File: src/rtl/display_sequencer_if.sv
// Signal bundle between the display sequencer and its neighbours: control
// pulses and the countdown strobe in, countdown enable and LED/stage readout out.
interface display_sequencer_if #(
  parameter int NUM_STAGES = 8,
  parameter int STAGE_W    = $clog2(NUM_STAGES)
);
  logic                  start;
  logic                  pause;
  logic                  display_next;
  logic                  enable;
  logic [STAGE_W-1:0]    stage;
  logic [NUM_STAGES-1:0] leds;
  logic                  busy;
  logic                  done;

  modport master (
    output start, pause, display_next,
    input  enable, stage, leds, busy, done
  );

  modport slave (
    input  start, pause, display_next,
    output enable, stage, leds, busy, done
  );
endinterface

File: src/rtl/display_sequencer.sv
// Steps a stage counter and one-hot LED pattern on each rising edge of the
// countdown strobe, and gates the countdown while idle, paused or finished.
module display_sequencer #(
  parameter int NUM_STAGES = 8,
  parameter int LOOP       = 0,
  parameter int STAGE_W    = $clog2(NUM_STAGES)
) (
  input  logic          clk,
  input  logic          rst_n,
  display_sequencer_if.slave bus
);

  typedef enum logic [1:0] {
    IDLE  = 2'd0,
    RUN   = 2'd1,
    PAUSE = 2'd2,
    DONE  = 2'd3
  } state_t;

  localparam logic [STAGE_W-1:0]    LAST_STAGE = STAGE_W'(NUM_STAGES - 1);
  localparam logic [NUM_STAGES-1:0] LED_FIRST  = NUM_STAGES'(1);

  state_t                state_q, state_d;
  logic [STAGE_W-1:0]    stage_q, stage_d;
  logic [NUM_STAGES-1:0] leds_q, leds_d;
  logic                  enable_q, enable_d;
  logic                  busy_q, busy_d;
  logic                  done_q, done_d;
  logic                  prev_next_q;

  logic                  adv;
  logic [STAGE_W-1:0]    stage_inc;

  always_ff @(posedge clk or negedge rst_n) begin
    if (!rst_n) begin
      state_q     <= IDLE;
      stage_q     <= '0;
      leds_q      <= '0;
      enable_q    <= 1'b0;
      busy_q      <= 1'b0;
      done_q      <= 1'b0;
      prev_next_q <= 1'b0;
    end else begin
      state_q     <= state_d;
      stage_q     <= stage_d;
      leds_q      <= leds_d;
      enable_q    <= enable_d;
      busy_q      <= busy_d;
      done_q      <= done_d;
      prev_next_q <= bus.display_next;
    end
  end

  // start beats adv beats pause; a coincident pause still lands in PAUSE
  // after an advance unless that advance finished the sequence.
  always_comb begin
    state_d   = state_q;
    stage_d   = stage_q;
    leds_d    = leds_q;
    enable_d  = enable_q;
    busy_d    = busy_q;
    done_d    = 1'b0;
    adv       = bus.display_next & ~prev_next_q;
    stage_inc = stage_q + STAGE_W'(1);

    if (bus.start) begin
      state_d  = RUN;
      stage_d  = '0;
      leds_d   = LED_FIRST;
      enable_d = 1'b1;
      busy_d   = 1'b1;
    end else begin
      case (state_q)
        RUN: begin
          if (adv) begin
            if (stage_q == LAST_STAGE) begin
              if (LOOP != 0) begin
                stage_d = '0;
                leds_d  = LED_FIRST;
              end else begin
                state_d  = DONE;
                enable_d = 1'b0;
                leds_d   = '1;
                done_d   = 1'b1;
                busy_d   = 1'b0;
              end
            end else begin
              stage_d = stage_inc;
              leds_d  = LED_FIRST << stage_inc;
            end
          end
          if (bus.pause && (state_d != DONE)) begin
            state_d  = PAUSE;
            enable_d = 1'b0;
          end
        end
        PAUSE: begin
          if (bus.pause) begin
            state_d  = RUN;
            enable_d = 1'b1;
          end
        end
        IDLE, DONE: begin
          state_d = state_q;
        end
        default: begin
          state_d = IDLE;
        end
      endcase
    end
  end

  assign bus.enable = enable_q;
  assign bus.stage  = stage_q;
  assign bus.leds   = leds_q;
  assign bus.busy   = busy_q;
  assign bus.done   = done_q;

endmodule

File: src/flat_wrapper.sv
// flat-port wrapper written by rule: the top's interface ports become plain ports
module display_sequencer_flat 
#(
  parameter int NUM_STAGES = 8,
  parameter int LOOP       = 0,
  parameter int STAGE_W    = $clog2(NUM_STAGES)
)
  (clk, rst_n, bus_start, bus_pause, bus_display_next, bus_enable, bus_stage, bus_leds, bus_busy, bus_done);
  display_sequencer_if #(.NUM_STAGES(NUM_STAGES), .STAGE_W(STAGE_W)) bus_i ();
  input  logic clk;
  input  logic rst_n;
  input wire logic [$bits(bus_i.start)-1:0] bus_start;
  input wire logic [$bits(bus_i.pause)-1:0] bus_pause;
  input wire logic [$bits(bus_i.display_next)-1:0] bus_display_next;
  output wire logic [$bits(bus_i.enable)-1:0] bus_enable;
  output wire logic [$bits(bus_i.stage)-1:0] bus_stage;
  output wire logic [$bits(bus_i.leds)-1:0] bus_leds;
  output wire logic [$bits(bus_i.busy)-1:0] bus_busy;
  output wire logic [$bits(bus_i.done)-1:0] bus_done;
  assign bus_i.start = bus_start;
  assign bus_i.pause = bus_pause;
  assign bus_i.display_next = bus_display_next;
  assign bus_enable = bus_i.enable;
  assign bus_stage = bus_i.stage;
  assign bus_leds = bus_i.leds;
  assign bus_busy = bus_i.busy;
  assign bus_done = bus_i.done;
  display_sequencer #(.NUM_STAGES(NUM_STAGES), .LOOP(LOOP), .STAGE_W(STAGE_W)) u_core (.clk(clk), .rst_n(rst_n), .bus(bus_i));
endmodule
File: config.mk
export PLATFORM = sky130hd
export DESIGN_NAME = display_sequencer_flat
export DESIGN_NICKNAME = d
export VERILOG_FILES = /design/src/rtl/display_sequencer_if.sv /design/src/rtl/display_sequencer.sv /design/src/flat_wrapper.sv
export SDC_FILE = /design/constraint.sdc
export NUM_CORES = 1
export LEC_CHECK = 0
export BUFFER_PORTS_ARGS = -buffer_cell sky130_fd_sc_hd__buf_2
export CAP_MARGIN = 20
export CORE_MARGIN = 5
export CORE_UTILIZATION = 56
export CTS_CLUSTER_DIAMETER = 120
export CTS_CLUSTER_SIZE = 24
export DETAILED_ROUTE_END_ITERATION = 12
export GPL_TIMING_DRIVEN = 1
export HOLD_SLACK_MARGIN = 0.15
export PLACE_DENSITY = 0.8
export SYNTH_ARGS = -nofsm -noshare
export SYNTH_HDL_FRONTEND = slang
export SYNTH_SLANG_ARGS = --single-unit
File: constraint.sdc
create_clock -name clk -period 3.2 [get_ports clk]
set_input_delay 0.64 -clock clk [delete_from_list [all_inputs] [get_ports clk]]
set_output_delay 0.64 -clock clk [all_outputs]
set_load 0.005 [all_outputs]
==> metrics.txt <==
Std-Cell Rows=14; Initial Util=0.591; pwr/cell area=572 mW/mm²; most common cell after layout, fill and taps aside=buf_2; ANT nets after route=0; Clock Tree Buf Depth=2; status=complete, no violations; Avg Vias per Cell=5.52; Placed Area=978 µm²; Worst Max-Slew Pin Slew=0.424 ns; synth warn=0; count of cell types in the netlist=25; Hold Crit Class=input pin to asynchronous set/reset pin; Total Routing Usage GR=0.143; max-cap violation count=0; pre-CTS WS=1.14 ns; Area growth, synth to finish=12.9%; Die W=49.9 µm; fmax=0.479 GHz; Worst-path clk slew=0.10 ns; CP Capture Type=flip-flop; LEAKAGE=0.488 nW; Setup Fix Bufs, Post-CTS=0; sequential area share after synthesis=0.478; Remaining DRCs=0; first-pass GRT wire length=2840 µm; R2R Path Start=u_core.bus.stage[0]; maximum vdd ir drop=0.348 mV; Synth area leader=dfrtp_1; most frequent cells in the layout=buf_2 (18), dfrtp_1 (17), nor2_1 (11); Final #Nets=121; CP Launch Point=u_core.bus.stage[0]; GRT Residual Overflow=0; vias in the first global route=652; Setup violations, final=0; Initial DRC Count=16; chip height=49.9 µm; clk sinks=17; crit-path max FO=10; largest net degree at the start of global routing=18; TNS Setup=0 ns; Final Max Slew Viols=0; period utilisation layout=0.652; Design Power=0.575 mW; ant diodes=0; total routed wirelength=1650 µm; Hold Buf Count CTS=0; placer congestion estimate=0.853; CTS Buf Count=3; routed len/inst=13.4 µm; synth top area cells=dfrtp_1 (48%), ha_1 (11%), a211oi_1 (5.9%); CP startpoint kind=flip-flop; RSZ-0062 raised after global routing=false; Vias=679; Core Util, Final=0.668; Final Instance Area=0.00101 mm²; Synth Area per Inst=10.0 µm²; critical path class=flip-flop to flip-flop; Netlist Area Pre-Place=891 µm²; post-cts sizing count=0; proportion of layout cells with a drive suffix above 1=0.224; Synth top area share=0.478; Final Hold Vio Count=0; input/output buffers=18; TritonCTS clock tree=built; die area=0.00249 mm²; Worst Skew=0.00797 ns; dpl hpwl=1240 µm; H-tree depth=1; top-level port count=19; Rel. slew slack=0.710; Post-Syn Instances=89; final worst path period need=2.09 ns; initial antenna violation count=0; data arrival time of the worst path=2.26 ns; setup ws final=1.11 ns; critical path required time=3.38 ns; clock latency on the worst-skew pair=0.29 ns; Core Region=0.00151 mm²; register bit total from synthesis=17; syn_nets=102; DR pass1 iterations=4; root buffer cell=clkbuf_4
cells in the mapped netlist:
cell       instances
ha_1               8
a211oi_1           7
a31o_1             1
nor2_1            11
nand2_1            5
clkbuf_1           3
o21bai_1           1
and3b_4            1
nand3_1            1
nand2b_1           2
and3b_1            1
buf_6              1
nand3b_1           1
or4b_1             1
nor3_1             3
a21o_1             3
o21ai_0            3
dfrtp_1           17
a2111oi_0          1
a21oi_1            7
inv_1              7
nor2b_1            1
xnor2_1            1
and4bb_2           1
a21boi_0           1
sequential cells by signal (all words and copies together) (netlist names):
register            cells
u_core.bus.done         1
u_core.state_q          2
u_core.bus.stage        3
u_core.bus.leds         8
u_core.prev_next_q      1
u_core.bus.enable       1
u_core.bus.busy         1
layer usage:
layer / vias up / routed length (µm) / global-route usage
li1: 344 / - / -
met1: 311 / 802 / 0.200
met2: 22 / 729 / 0.218
met3: 2 / 116 / 0.0331
met4: 0 / 5 / 0.0393
met5: - / 0 / 0
report_power, final:
part           internal [mW]  switching (mW)
registers              0.247          0.0306
logic                 0.0852           0.101
clock network         0.0464          0.0655
total                  0.379           0.197
area by class of cell:
cell class,count,area (µm²)
tap,16,20.0
sequential,17,425
clock buffer,3,22.5
fill,122,500
multi-input combinational,61,417
inverter,7,26.3
clock inverter,1,5.00
timing repair buffer,18,90.1
critical path, cell delays in order, from the launching register on:
cell,delay (ns)
dfrtp_1,0.46
ha_1,0.25
ha_1,0.30
and3b_4,0.25
or4b_1,0.50
a31o_1,0.22
logic make-up (layout without fill, tap and decap cells):
logic type / after synthesis / in the layout / synth area share
and+or+nand+nor: 28 / 28 / 0.169
AOI/OAI and AO/OA: 24 / 24 / 0.177
DFF: 17 / 17 / 0.478
buffers and inverters: 11 / 29 / 0.0548
adders and majority gates: 8 / 8 / 0.112
xor gates and xnor gates: 1 / 1 / 0.00983
metrics by stage:
stage / hold WS [ns] / instances
5_1_grt: 0.259 / 123
6_report: 0.253 / 123
3_3_place_gp: 0.458 / 119
4_1_cts: 0.257 / 123
2_1_floorplan: 0.344 / 89
3_5_place_dp: 0.462 / 119
path summary, 6_finish.rpt:
kind	slack [ns]	to	cells past startpoint
min reg2reg	0.48	u_core.bus.busy	1
max	1.11	u_core.bus.enable	5
min in group clk	0.48	u_core.bus.busy	1
max reg2reg	1.11	u_core.bus.enable	5
max in group asynchronous	2.67	u_core.state_q[0]	1
min	0.25	u_core.bus.done	1
Note: power is estimated with default switching activity, not from simulation.
